`config.mk`:
```
export PLATFORM = sky130hd
export DESIGN_NAME = framebuffer_arbiter
export DESIGN_NICKNAME = d
export VERILOG_FILES = /design/src/rtl/framebuffer_arbiter.sv
export SDC_FILE = /design/constraint.sdc
export NUM_CORES = 1
export LEC_CHECK = 0
export BUFFER_PORTS_ARGS = -buffer_cell sky130_fd_sc_hd__buf_2
export CAP_MARGIN = 20
export CELL_PAD_IN_SITES_DETAIL_PLACEMENT = 0
export CELL_PAD_IN_SITES_GLOBAL_PLACEMENT = 1
export CORE_ASPECT_RATIO = 0.5
export CORE_MARGIN = 8
export CORE_UTILIZATION = 35
export CTS_CLUSTER_DIAMETER = 30
export DETAILED_ROUTE_END_ITERATION = 16
export PLACE_DENSITY_LB_ADDON = 0.1
export SYNTH_ARGS = -nofsm -noshare
export SYNTH_HDL_FRONTEND = slang
export SYNTH_SLANG_ARGS = --single-unit
```
`constraint.sdc`:
```
create_clock -name system_clock -period 2.8 [get_ports system_clock]
set_clock_uncertainty 0.2 [all_clocks]
set_input_delay 0.14 -clock system_clock [delete_from_list [all_inputs] [get_ports system_clock]]
set_output_delay 0.14 -clock system_clock [all_outputs]
set_load 0.05 [all_outputs]
```
`src/rtl/framebuffer_arbiter.sv`:
```
// framebuffer_arbiter: shares one single-port framebuffer SRAM between scanout reads (priority) and queued MCU pixel writes.
// Ports: system_clock/reset (async, active-high); write_address_load, write_address, pixel_valid, pixel_data,
//   fifo_full and sticky pixel_overflow on the MCU write side; read_request, read_address, read_data and
//   read_data_valid on the scanout side; mem_enable, mem_write_enable, mem_address, mem_write_data and
//   mem_read_data towards the SRAM.
module framebuffer_arbiter #(
  parameter int ADDR_WIDTH  = 17,
  parameter int FB_DEPTH    = 76800,
  parameter int FIFO_DEPTH  = 4,
  parameter int PIXEL_WIDTH = 12
) (
  input  logic                   system_clock,
  input  logic                   reset,
  input  logic                   write_address_load,
  input  logic [ADDR_WIDTH-1:0]  write_address,
  input  logic                   pixel_valid,
  input  logic [PIXEL_WIDTH-1:0] pixel_data,
  output logic                   fifo_full,
  output logic                   pixel_overflow,
  input  logic                   read_request,
  input  logic [ADDR_WIDTH-1:0]  read_address,
  output logic [PIXEL_WIDTH-1:0] read_data,
  output logic                   read_data_valid,
  output logic                   mem_enable,
  output logic                   mem_write_enable,
  output logic [ADDR_WIDTH-1:0]  mem_address,
  output logic [PIXEL_WIDTH-1:0] mem_write_data,
  input  logic [PIXEL_WIDTH-1:0] mem_read_data
);
  localparam int PW = $clog2(FIFO_DEPTH);
  typedef enum logic [1:0] {IDLE, READ, WRITE} grant_t;
  grant_t state, next_state;
  logic [ADDR_WIDTH-1:0]  fifo_addr [FIFO_DEPTH];
  logic [PIXEL_WIDTH-1:0] fifo_data [FIFO_DEPTH];
  logic [PW-1:0]          head, tail;
  logic [PW:0]            count;
  logic [ADDR_WIDTH-1:0]  write_pointer, base_address, next_pointer;
  logic                   push, pop, fifo_empty, result_pending;
  // Fullness is judged at cycle start, so a same-cycle pop never makes room for a push.
  always_comb begin
    fifo_empty       = count == '0;
    fifo_full        = count == (PW+1)'(FIFO_DEPTH);
    push             = pixel_valid & ~fifo_full;
    pop              = ~read_request & ~fifo_empty;
    base_address     = write_address_load ? write_address : write_pointer;
    next_pointer     = base_address == ADDR_WIDTH'(FB_DEPTH - 1) ? '0 : base_address + 1'b1;
    next_state       = read_request ? READ : fifo_empty ? IDLE : WRITE;
    mem_enable       = state != IDLE;
    mem_write_enable = state == WRITE;
  end
  always_ff @(posedge system_clock or posedge reset) begin
    if (reset) begin
      state           <= IDLE;
      mem_address     <= '0;
      mem_write_data  <= '0;
      write_pointer   <= '0;
      head            <= '0;
      tail            <= '0;
      count           <= '0;
      pixel_overflow  <= 1'b0;
      result_pending  <= 1'b0;
      read_data       <= '0;
      read_data_valid <= 1'b0;
    end else begin
      state <= next_state;
      if (read_request) mem_address <= read_address;
      else if (pop) begin
        mem_address    <= fifo_addr[head];
        mem_write_data <= fifo_data[head];
        head           <= head + 1'b1;
      end
      if (push) begin
        tail          <= tail + 1'b1;
        write_pointer <= next_pointer;
      end else if (write_address_load) write_pointer <= write_address;
      count          <= count + (PW+1)'(push) - (PW+1)'(pop);
      pixel_overflow <= write_address_load ? 1'b0 : pixel_overflow | (pixel_valid & fifo_full);
      // SRAM data appears the cycle after the READ access; register it once more for a clean output.
      result_pending  <= state == READ;
      read_data_valid <= result_pending;
      if (result_pending) read_data <= mem_read_data;
    end
  end
  // Queue storage needs no reset: count/head/tail define which entries are live.
  always_ff @(posedge system_clock) begin
    if (push) begin
      fifo_addr[tail] <= base_address;
      fifo_data[tail] <= pixel_data;
    end
  end
endmodule

```
==> results of run 1 <==
[per-layer routing]
metal | global-route usage | vias up | part of all wire
met5 | 0 | - | 0
met4 | 0.0319 | 0 | 0.0084
met3 | 0.0317 | 12 | 0.030
met2 | 0.213 | 49 | 0.49
met1 | 0.176 | 2236 | 0.48
li1 | - | 2061 | -
[cells in the mapped netlist, types with 3 or more instances]
master	number	area share
nand3_1	4	0.0026
inv_1	16	0.0078
nor3_1	3	0.0020
ha_1	7	0.011
edfxtp_1	116	0.46
nand4_1	8	0.0065
o21ai_0	18	0.012
o21ai_1	3	0.0020
and3_1	4	0.0033
clkbuf_1	6	0.0029
mux2_2	31	0.046
buf_2	7	0.0046
mux2i_1	24	0.031
mux4_2	29	0.085
dfrtp_1	70	0.23
nand2_1	31	0.015
nand4b_1	4	0.0046
nor2_1	14	0.0069
xnor2_1	14	0.016
xor2_1	5	0.0057
[state kept, by name (all words and copies together), names as in the netlist]
name and count:
fifo_addr 68, fifo_data 48, mem_address 17, write_pointer 17, mem_write_data 12, read_data 12
count 3, head 2, state 2, tail 2, pixel_overflow 1, read_data_valid 1
result_pending 1
[worst max-delay path: cells and delay by family, from the launching register on]
kind / cells / cell delay, ns
DFF: 1 / 0.44
buffers and inverters: 3 / 0.27
and+or+nand+nor: 2 / 0.44
xor gates and xnor gates: 2 / 0.32
adders and majority gates: 3 / 0.84
[stage by stage]
step | setup WS, ns | total power, mW | cells
floorplan | 0.210 | 6.49 | 451
global route | 0.0205 | 10.2 | 940
finish | 0.203 | 9.68 | 940
CTS | 0.174 | 9.85 | 940
detailed placement | 0.191 | 7.47 | 857
global placement | 0.261 | 7.44 | 857
[cell usage in the layout (no fill, tap or decap), types with 5 or more instances in the layout]
master / instances
ha_1: 7
dfrtp_1: 69
buf_2: 108
inv_1: 15
o21ai_0: 18
edfxtp_1: 116
mux2i_1: 24
mux4_2: 29
clkbuf_16: 17
xor2_1: 5
nand2_1: 31
mux2_2: 31
xnor2_1: 14
buf_4: 14
nor2_1: 13
nand4_1: 8
dlygate4sd3_1: 51
[area by class of cell]
class / count / area, sq um / area share
tap: 300 / 375 / 0.0388
sequential: 186 / 5240 / 0.541
clock inverter: 13 / 120 / 0.0124
clock buffer: 19 / 443 / 0.0458
timing repair buffer: 174 / 1180 / 0.122
inverter: 17 / 65.1 / 0.00673
multi-input combinational: 231 / 2250 / 0.233
[cell families after synthesis]
logic type / count (synthesis) / synth area share
muxes: 86 / 0.166
AOI/OAI and AO/OA: 32 / 0.0294
and+or+nand+nor: 86 / 0.0618
xor gates and xnor gates: 19 / 0.0217
buffers and inverters: 34 / 0.0230
DFF: 186 / 0.684
adders and majority gates: 8 / 0.0141
[what timing repair did]
action | CTS | global route
hold buffers | 51 | 0
endpoints found under the hold margin | 133 | 0
setup endpoints to repair | 0 | 0
[power by group through the flow]
stage / Combinational, mW / Clock (mW) / Sequential [mW]
final: 3.39 / 2.30 / 3.99
after global routing: 3.63 / 2.49 / 4.08
after CTS: 3.47 / 2.37 / 4.01
after detailed placement: 3.41 / 0 / 4.06
after global placement: 3.40 / 0 / 4.04
after floorplan: 1.52 / 0 / 4.97
[path summary, 6_finish.rpt]
check,from,endpoint,slack [ns]
max in group asynchronous,reset,head[0],1.51
min reg2reg,state[1],result_pending,0.24
min in group asynchronous,reset,mem_address[13],0.14
min,write_address[14],write_pointer[14],0.02
max,count[0],count[2],0.20
max reg2reg,count[0],count[2],0.20
==> flow_summary.toml, run 1 <==
[die]
die_area_sq_mm = 0.0271
pin_count = 109
fp.dieW_microns = 225
rows = 38
coreArea_sq_mm = 0.0216
dieHeight_microns = 121
start_util = 0.355

[clock_tree]
numClockSinks = 186
cts_resized = 0
clock_latency_ns = 0.41
cts_inserted_buffers = 17
cts_root_buf = "clkbuf_16"
cts_setup_buffers = 0
htree_levels = 4
ctsLongestPathBuffers = 2
clk_pin_slew_ns = 0.07
cts_tree = "yes"

[route]
first_pass_iters = 4
wl_mm = 17.3
final_antenna_net_count = 0
drc = 0
vias_per_cell = 4.64
initialDrtViolationCount = 212
via_count = 4358
wl_per_cell_microns = 18.4

[critical_path]
crit_fanout = 7
cp.required_ns = 2.94
crit_type = "flip-flop to flip-flop"
path_cells = "or3b_4 > inv_2 > nor2_2 > inv_1 > ha_1 > inv_1 > ha_1 > fa_1 > xnor2_1 > xnor2_1"
max_stage_delay_ns = 0.44
rr_worst_depth = 10
slowest_stage = "dfrtp_1"
crit_arrival_ns = 2.74
startpoint_type = "flip-flop"
cp-end-kind = "flip-flop"

[sta]
fmax_mhz = 385
rsz0062_at_grt = "no"
period_share = 0.927
setup_violations = 0
fin_hold_ws_ns = 0.0194
slew_headroom = 0.499
tightest_slew_ns = 0.730
maxSlewViolCount = 0
final-hold-violation-count = 0
timing.final.crit_period_ns = 2.60
fin_tns_setup_ns = 0

[global_routing]
grt_overflow = 0
grt_max_degree = 35
grt_pass1_vias = 4669
grtUsageTotal = 0.131
grt_pass1_wl_mm = 27.0
antenna_found_initial = 0

[yosys]
async_reset_ff_frac = 0.376
synth_flop_cell = "edfxtp_1"
yosysUniqueCellTypes = 50
netlist_area_sq_mm = 0.00765
synth-edff-count = 116
synth_area_per_cell_sq_um = 17.0
ys_seq_area_frac = 0.684
syn-num-nets = 522
yosysWarnings = 0
netlist_instances = 451
ys_ff_latch = 186

[power]
power_frac_seq = 0.413
power.share.combinational = 0.350
switchingPower_mw = 3.52
p_int_mw = 6.16
p_leak_nw = 3.73
power.density_mw_per_mm2 = 1000
irDropWorstVdd_v = 0.000314
clkPwrFrac = 0.238
swShare = 0.364

[final_layout]
fill_cells = 1976
stdcell_area_sq_mm = 0.00967
diodes = 0
fin_util = 0.448
layout-drive-gt1-share = 0.367
nNetsFinal = 698
area_growth_pct = 26.3

[run_status]
outcome = "finished, final reports clean"

[placed_design]
io_buffers = 108
place_congestion = 0.732
place_area_sq_mm = 0.00860
post-dp-hpwl_mm = 11.7

[run]
max_cap_viol_count = 0

[min_path]
hold_depth = 4
hp-class = "primary input to flip-flop"
No activity file was read; power rests on OpenSTA's default activity.
==> inputs of run 2 (changes only) <==
--- a/config.mk
+++ b/config.mk
@@ -7,14 +7,14 @@
 export LEC_CHECK = 0
 export BUFFER_PORTS_ARGS = -buffer_cell sky130_fd_sc_hd__buf_2
 export CAP_MARGIN = 20
-export CELL_PAD_IN_SITES_DETAIL_PLACEMENT = 0
+export CELL_PAD_IN_SITES_DETAIL_PLACEMENT = 1
 export CELL_PAD_IN_SITES_GLOBAL_PLACEMENT = 1
 export CORE_ASPECT_RATIO = 0.5
 export CORE_MARGIN = 8
 export CORE_UTILIZATION = 35
 export CTS_CLUSTER_DIAMETER = 30
 export DETAILED_ROUTE_END_ITERATION = 16
-export PLACE_DENSITY_LB_ADDON = 0.1
+export PLACE_DENSITY_LB_ADDON = 0.15
 export SYNTH_ARGS = -nofsm -noshare
 export SYNTH_HDL_FRONTEND = slang
 export SYNTH_SLANG_ARGS = --single-unit
==> constraint.sdc (replaced) <==
create_clock -name system_clock -period 3.2 [get_ports system_clock]
set_clock_uncertainty 0.2 [all_clocks]
set_input_delay 0.16 -clock system_clock [delete_from_list [all_inputs] [get_ports system_clock]]
set_output_delay 0.16 -clock system_clock [all_outputs]
set_load 0.05 [all_outputs]
==> flow_summary.toml, run 2 (same netlist as run 1, synthesis figures left out) <==
[run_status]
outcome = "finished, final reports clean"

[route]
via_count = 4442
drc = 0
final_antenna_net_count = 0
initialDrtViolationCount = 245
vias_per_cell = 4.72
wl_per_cell_microns = 19.3
wl_mm = 18.2
first_pass_iters = 4
highest_layer = "met4"
dr_wl_met2_mm = 8.68
drt-met1-wl_mm = 8.56
wl_met3_microns = 588

[final_layout]
largest-register = "fifo_addr"
nNetsFinal = 699
layout-drive-gt1-share = 0.365
area_growth_pct = 26.8
largest_reg_flops = 68
layout_common_cells = "edfxtp_1, buf_2, dfrtp_1"
final_common_cell = "edfxtp_1"
fin_util = 0.450
reg_top3 = "fifo_addr (68), fifo_data (48)"

[sta]
maxSlewViolCount = 0
slew_headroom = 0.437
setup_violations = 0
final-hold-violation-count = 0
fin_tns_setup_ns = 0
rsz0062_at_grt = "no"
period_share = 0.851
fmax_mhz = 367
tightest_slew_ns = 0.844
timing.final.crit_period_ns = 2.72

[clock_tree]
cts_root_buf = "clkbuf_16"
cts_inserted_buffers = 17
cts_setup_buffers = 0
ctsLongestPathBuffers = 2
numClockSinks = 186
cts_tree = "yes"
htree_levels = 4
clk_pin_slew_ns = 0.06
clock_latency_ns = 0.43

[global_routing]
grt_pass1_vias = 5017
grt_max_degree = 39
grt_pass1_wl_mm = 28.7
antenna_found_initial = 1
grt_overflow = 0
grtUsageTotal = 0.140

[power]
irDropWorstVdd_v = 0.000431
p_leak_nw = 3.75
power.density_mw_per_mm2 = 881

[critical_path]
critPathBufInv = 3
startpoint_type = "flip-flop"
max_stage_delay_ns = 0.44
cp.required_ns = 3.35
cp-end-kind = "flip-flop"
path_cells = "or3b_4 > inv_2 > nor2_2 > inv_1 > ha_1 > inv_1 > ha_1 > fa_1 > xnor2_1 > xnor2_1"
crit_type = "flip-flop to flip-flop"
crit_arrival_ns = 2.88
crit_fanout = 7
path_delay_family = "adder cells"
slowest_stage = "dfrtp_1"

[die]
pin_count = 109
fp.dieW_microns = 225
rows = 38
dieHeight_microns = 121
coreArea_sq_mm = 0.0216
die_area_sq_mm = 0.0271
start_util = 0.355

[placed_design]
place_congestion = 0.762
post-dp-hpwl_mm = 12.1
io_buffers = 108

[run]
max_cap_viol_count = 0

[min_path]
hp-class = "primary input to flip-flop"
==> run 2: changes by cell type in the layout (fill, tap and decap cells not counted), sizes merged <==
cell | before | now
buf | 123 | 121
clkinv | 6 | 7
dlygate4sd3 | 51 | 54
diode | 0 | 1
clkbuf | 19 | 18
bufinv | 1 | 2
inv | 19 | 18
==> run 2: layout make-up <==
cell class | instances | area [sq um]
diodes | 1 | 2.50
clock buffers | 18 | 429
clock inverters | 14 | 149
fillers | 2194 | 11900
inverters | 17 | 65.1
multi-input cells | 231 | 2250
flip-flops and latches | 186 | 5240
well taps | 300 | 375
repair buffers | 175 | 1190
==> run 2: routing by layer <==
metal  vias to the layer above  track usage
met1                      2295        0.181
met5                         -            0
met2                        57        0.225
li1                       2068            -
met3                        22       0.0367
met4                         0       0.0505
==> run 2: worst paths after layout <==
path                       depth (start not counted)             start           endpoint  slack [ns]
hold / removal                                     2  write_address[5]    fifo_addr[2][5]        0.03
setup / recovery                                  10          count[2]           count[2]        0.48
min in group asynchronous                          3             reset  mem_write_data[2]        0.22
max in group asynchronous                          4             reset   write_pointer[6]        1.81
hold reg to reg                                    1          state[1]     result_pending        0.24
setup reg to reg                                  10          count[2]           count[2]        0.48
==> run 2: where the power goes <==
| group | switching, mW | leakage (nW) | internal [mW] |
|---|---|---|---|
| clock network | 0.914 | 0.273 | 1.15 |
| logic | 1.90 | 1.59 | 1.04 |
| registers | 0.295 | 1.89 | 3.25 |
==> run 2: per-stage QoR <==
step / area (sq um) / power [mW] / instances / hold slack (ns) / worst slack [ns]
after CTS: 9700 / 8.69 / 941 / 0.00323 / 0.453
after global routing: 9700 / 8.98 / 942 / 0.0423 / 0.288
after global placement: 8580 / 6.50 / 855 / 0.144 / 0.578
after detailed placement: 8580 / 6.56 / 855 / 0.159 / 0.470
final: 9700 / 8.55 / 942 / 0.0302 / 0.478
after floorplan: 7650 / 5.68 / 451 / -0.00857 / 0.610
==> run 2: what timing repair did <==
action                                 CTS  global route
resized for setup                        0             0
endpoints found under the hold margin  152             0
hold buffers                            54             0
==> inputs of run 3 (changes only) <==
--- a/config.mk
+++ b/config.mk
@@ -12,7 +12,7 @@
 export CORE_ASPECT_RATIO = 0.5
 export CORE_MARGIN = 8
 export CORE_UTILIZATION = 35
-export CTS_CLUSTER_DIAMETER = 30
+export CTS_CLUSTER_DIAMETER = 80
 export DETAILED_ROUTE_END_ITERATION = 16
 export PLACE_DENSITY_LB_ADDON = 0.15
 export SYNTH_ARGS = -nofsm -noshare
==> constraint.sdc (replaced) <==
create_clock -name system_clock -period 3.5 [get_ports system_clock]
set_clock_uncertainty 0.2 [all_clocks]
set_input_delay 0.175 -clock system_clock [delete_from_list [all_inputs] [get_ports system_clock]]
set_output_delay 0.175 -clock system_clock [all_outputs]
set_load 0.05 [all_outputs]
==> flow_summary.toml, run 3 (same netlist as run 1, synthesis figures left out) <==
[power]
p_leak_nw = 3.75
swShare = 0.355
switchingPower_mw = 2.82
power.density_mw_per_mm2 = 817
clkPwrFrac = 0.255
power_frac_seq = 0.409
total_power_mw = 7.94
power.share.combinational = 0.336
irDropWorstVdd_v = 0.000281
p_int_mw = 5.12

[route]
first_pass_iters = 4
dr_wl_met2_mm = 8.85
initialDrtViolationCount = 208
via_count = 4409
final_antenna_net_count = 0
highest_layer = "met4"
wl_mm = 18.1
drt-met1-wl_mm = 8.48
drc = 0
vias_per_cell = 4.70
wl_per_cell_microns = 19.3
wl_met3_microns = 562

[die]
rows = 38
start_util = 0.355
fp.dieW_microns = 225
coreArea_sq_mm = 0.0216
pin_count = 109
die_area_sq_mm = 0.0271
dieHeight_microns = 121

[sta]
slew_headroom = 0.538
rsz0062_at_grt = "no"
setup_violations = 0
period_share = 0.777
fin_tns_setup_ns = 0
tightest_slew_ns = 0.694
fmax_mhz = 368
maxSlewViolCount = 0
final-hold-violation-count = 0
timing.final.crit_period_ns = 2.72

[clock_tree]
clk_pin_slew_ns = 0.07
cts_resized = 0
cts_root_buf = "clkbuf_16"
ctsLongestPathBuffers = 2
cts_tree = "yes"
cts_setup_buffers = 0
htree_levels = 4
clock_latency_ns = 0.44
cts_inserted_buffers = 17
numClockSinks = 186

[final_layout]
largest-register = "fifo_addr"
diodes = 0
final_common_cell = "edfxtp_1"
nNetsFinal = 696
area_growth_pct = 26.9
reg_top3 = "fifo_addr (68), fifo_data (48)"
layout_common_cells = "edfxtp_1, buf_2, dfrtp_1"
fill_cells = 2188
layout-drive-gt1-share = 0.362
largest_reg_flops = 68

[global_routing]
grt_pass1_wl_mm = 28.3
grt_overflow = 0
grt_max_degree = 36
grtUsageTotal = 0.140
grt_pass1_vias = 4973
antenna_found_initial = 0

[run]
max_cap_viol_count = 0

[critical_path]
startpoint_type = "flip-flop"
crit_fanout = 7
crit_arrival_ns = 2.88
cp.required_ns = 3.66
rrSetupSlack_ns = 0.78
rr_worst_depth = 10
crit_type = "flip-flop to flip-flop"
regToRegEndpoint = "count[2]"
rr_startpoint = "count[2]"
cp-end-kind = "flip-flop"

[placed_design]
place_congestion = 0.760
io_buffers = 108
post-dp-hpwl_mm = 12.0

[min_path]
hold_depth = 2
hp-class = "primary input to flip-flop"
hp-start = "read_request"
holdPathEnd = "state[0]"

[run_status]
outcome = "finished, final reports clean"
==> run 3: changes by cell type in the layout (fill, tap and decap cells not counted), moves of 2 or more <==
cell	previous run	this run
clkinv_4	3	0
bufinv_16	2	4
clkinv_1	0	2
inv_6	2	0
buf_4	12	10
==> run 3: timing repair <==
item | in CTS | in global routing
hold buffers | 53 | 0
endpoints found under the setup margin | 0 | 0
hold endpoints to repair | 136 | 0
==> run 3: worst max-delay path by stage <==
stage              from  endpoint  slack (ns)
2_1_floorplan  count[1]  count[2]        0.91
3_5_place_dp   count[2]  count[2]        0.79
5_1_grt        count[2]  count[2]        0.59
4_1_cts        count[2]  count[2]        0.77
6_report       count[2]  count[2]        0.78
3_3_place_gp   count[2]  count[2]        0.88
==> run 3: metal layers <==
| metal | vias up | track usage |
|---|---|---|
| met1 | 2285 | 0.182 |
| li1 | 2061 | - |
| met2 | 45 | 0.227 |
| met4 | 0 | 0.0448 |
| met5 | - | 0 |
| met3 | 18 | 0.0384 |
==> run 3: critical path, cell delays in order, from the launching register on <==
cell     delay, ns
dfrtp_1       0.45
or3b_4        0.31
inv_2         0.08
nor2_2        0.23
inv_1         0.15
ha_1          0.29
inv_1         0.04
ha_1          0.18
fa_1          0.39
xnor2_1       0.19
xnor2_1       0.14
==> run 3: power groups by stage <==
stage | clock (mW) | combinational [mW] | sequential [mW]
finish | 2.02 | 2.66 | 3.25
global route | 2.16 | 2.87 | 3.33
CTS | 2.08 | 2.73 | 3.26
detailed placement | 0 | 2.68 | 3.31
global placement | 0 | 2.65 | 3.28
floorplan | 0 | 1.22 | 3.98
==> run 3: layout make-up <==
| class | count | area [sq um] | area share |
|---|---|---|---|
| tap | 300 | 375 | 0.0386 |
| timing repair buffer | 172 | 1170 | 0.120 |
| sequential | 186 | 5240 | 0.539 |
| clock inverter | 14 | 178 | 0.0183 |
| multi-input combinational | 231 | 2250 | 0.232 |
| inverter | 17 | 65.1 | 0.00670 |
| clock buffer | 18 | 439 | 0.0452 |
==> run 3: per-stage QoR <==
stage	utilization	instance area, sq um	cells	worst slack, ns	hold WS [ns]
4_1_cts	0.450	9710	938	0.767	0.00809
3_3_place_gp	0.397	8570	853	0.876	0.0146
3_5_place_dp	0.397	8570	853	0.787	0.0107
6_report	0.450	9710	938	0.780	0.0318
2_1_floorplan	-	7650	451	0.910	0.00643
5_1_grt	0.450	9710	938	0.585	0.0293
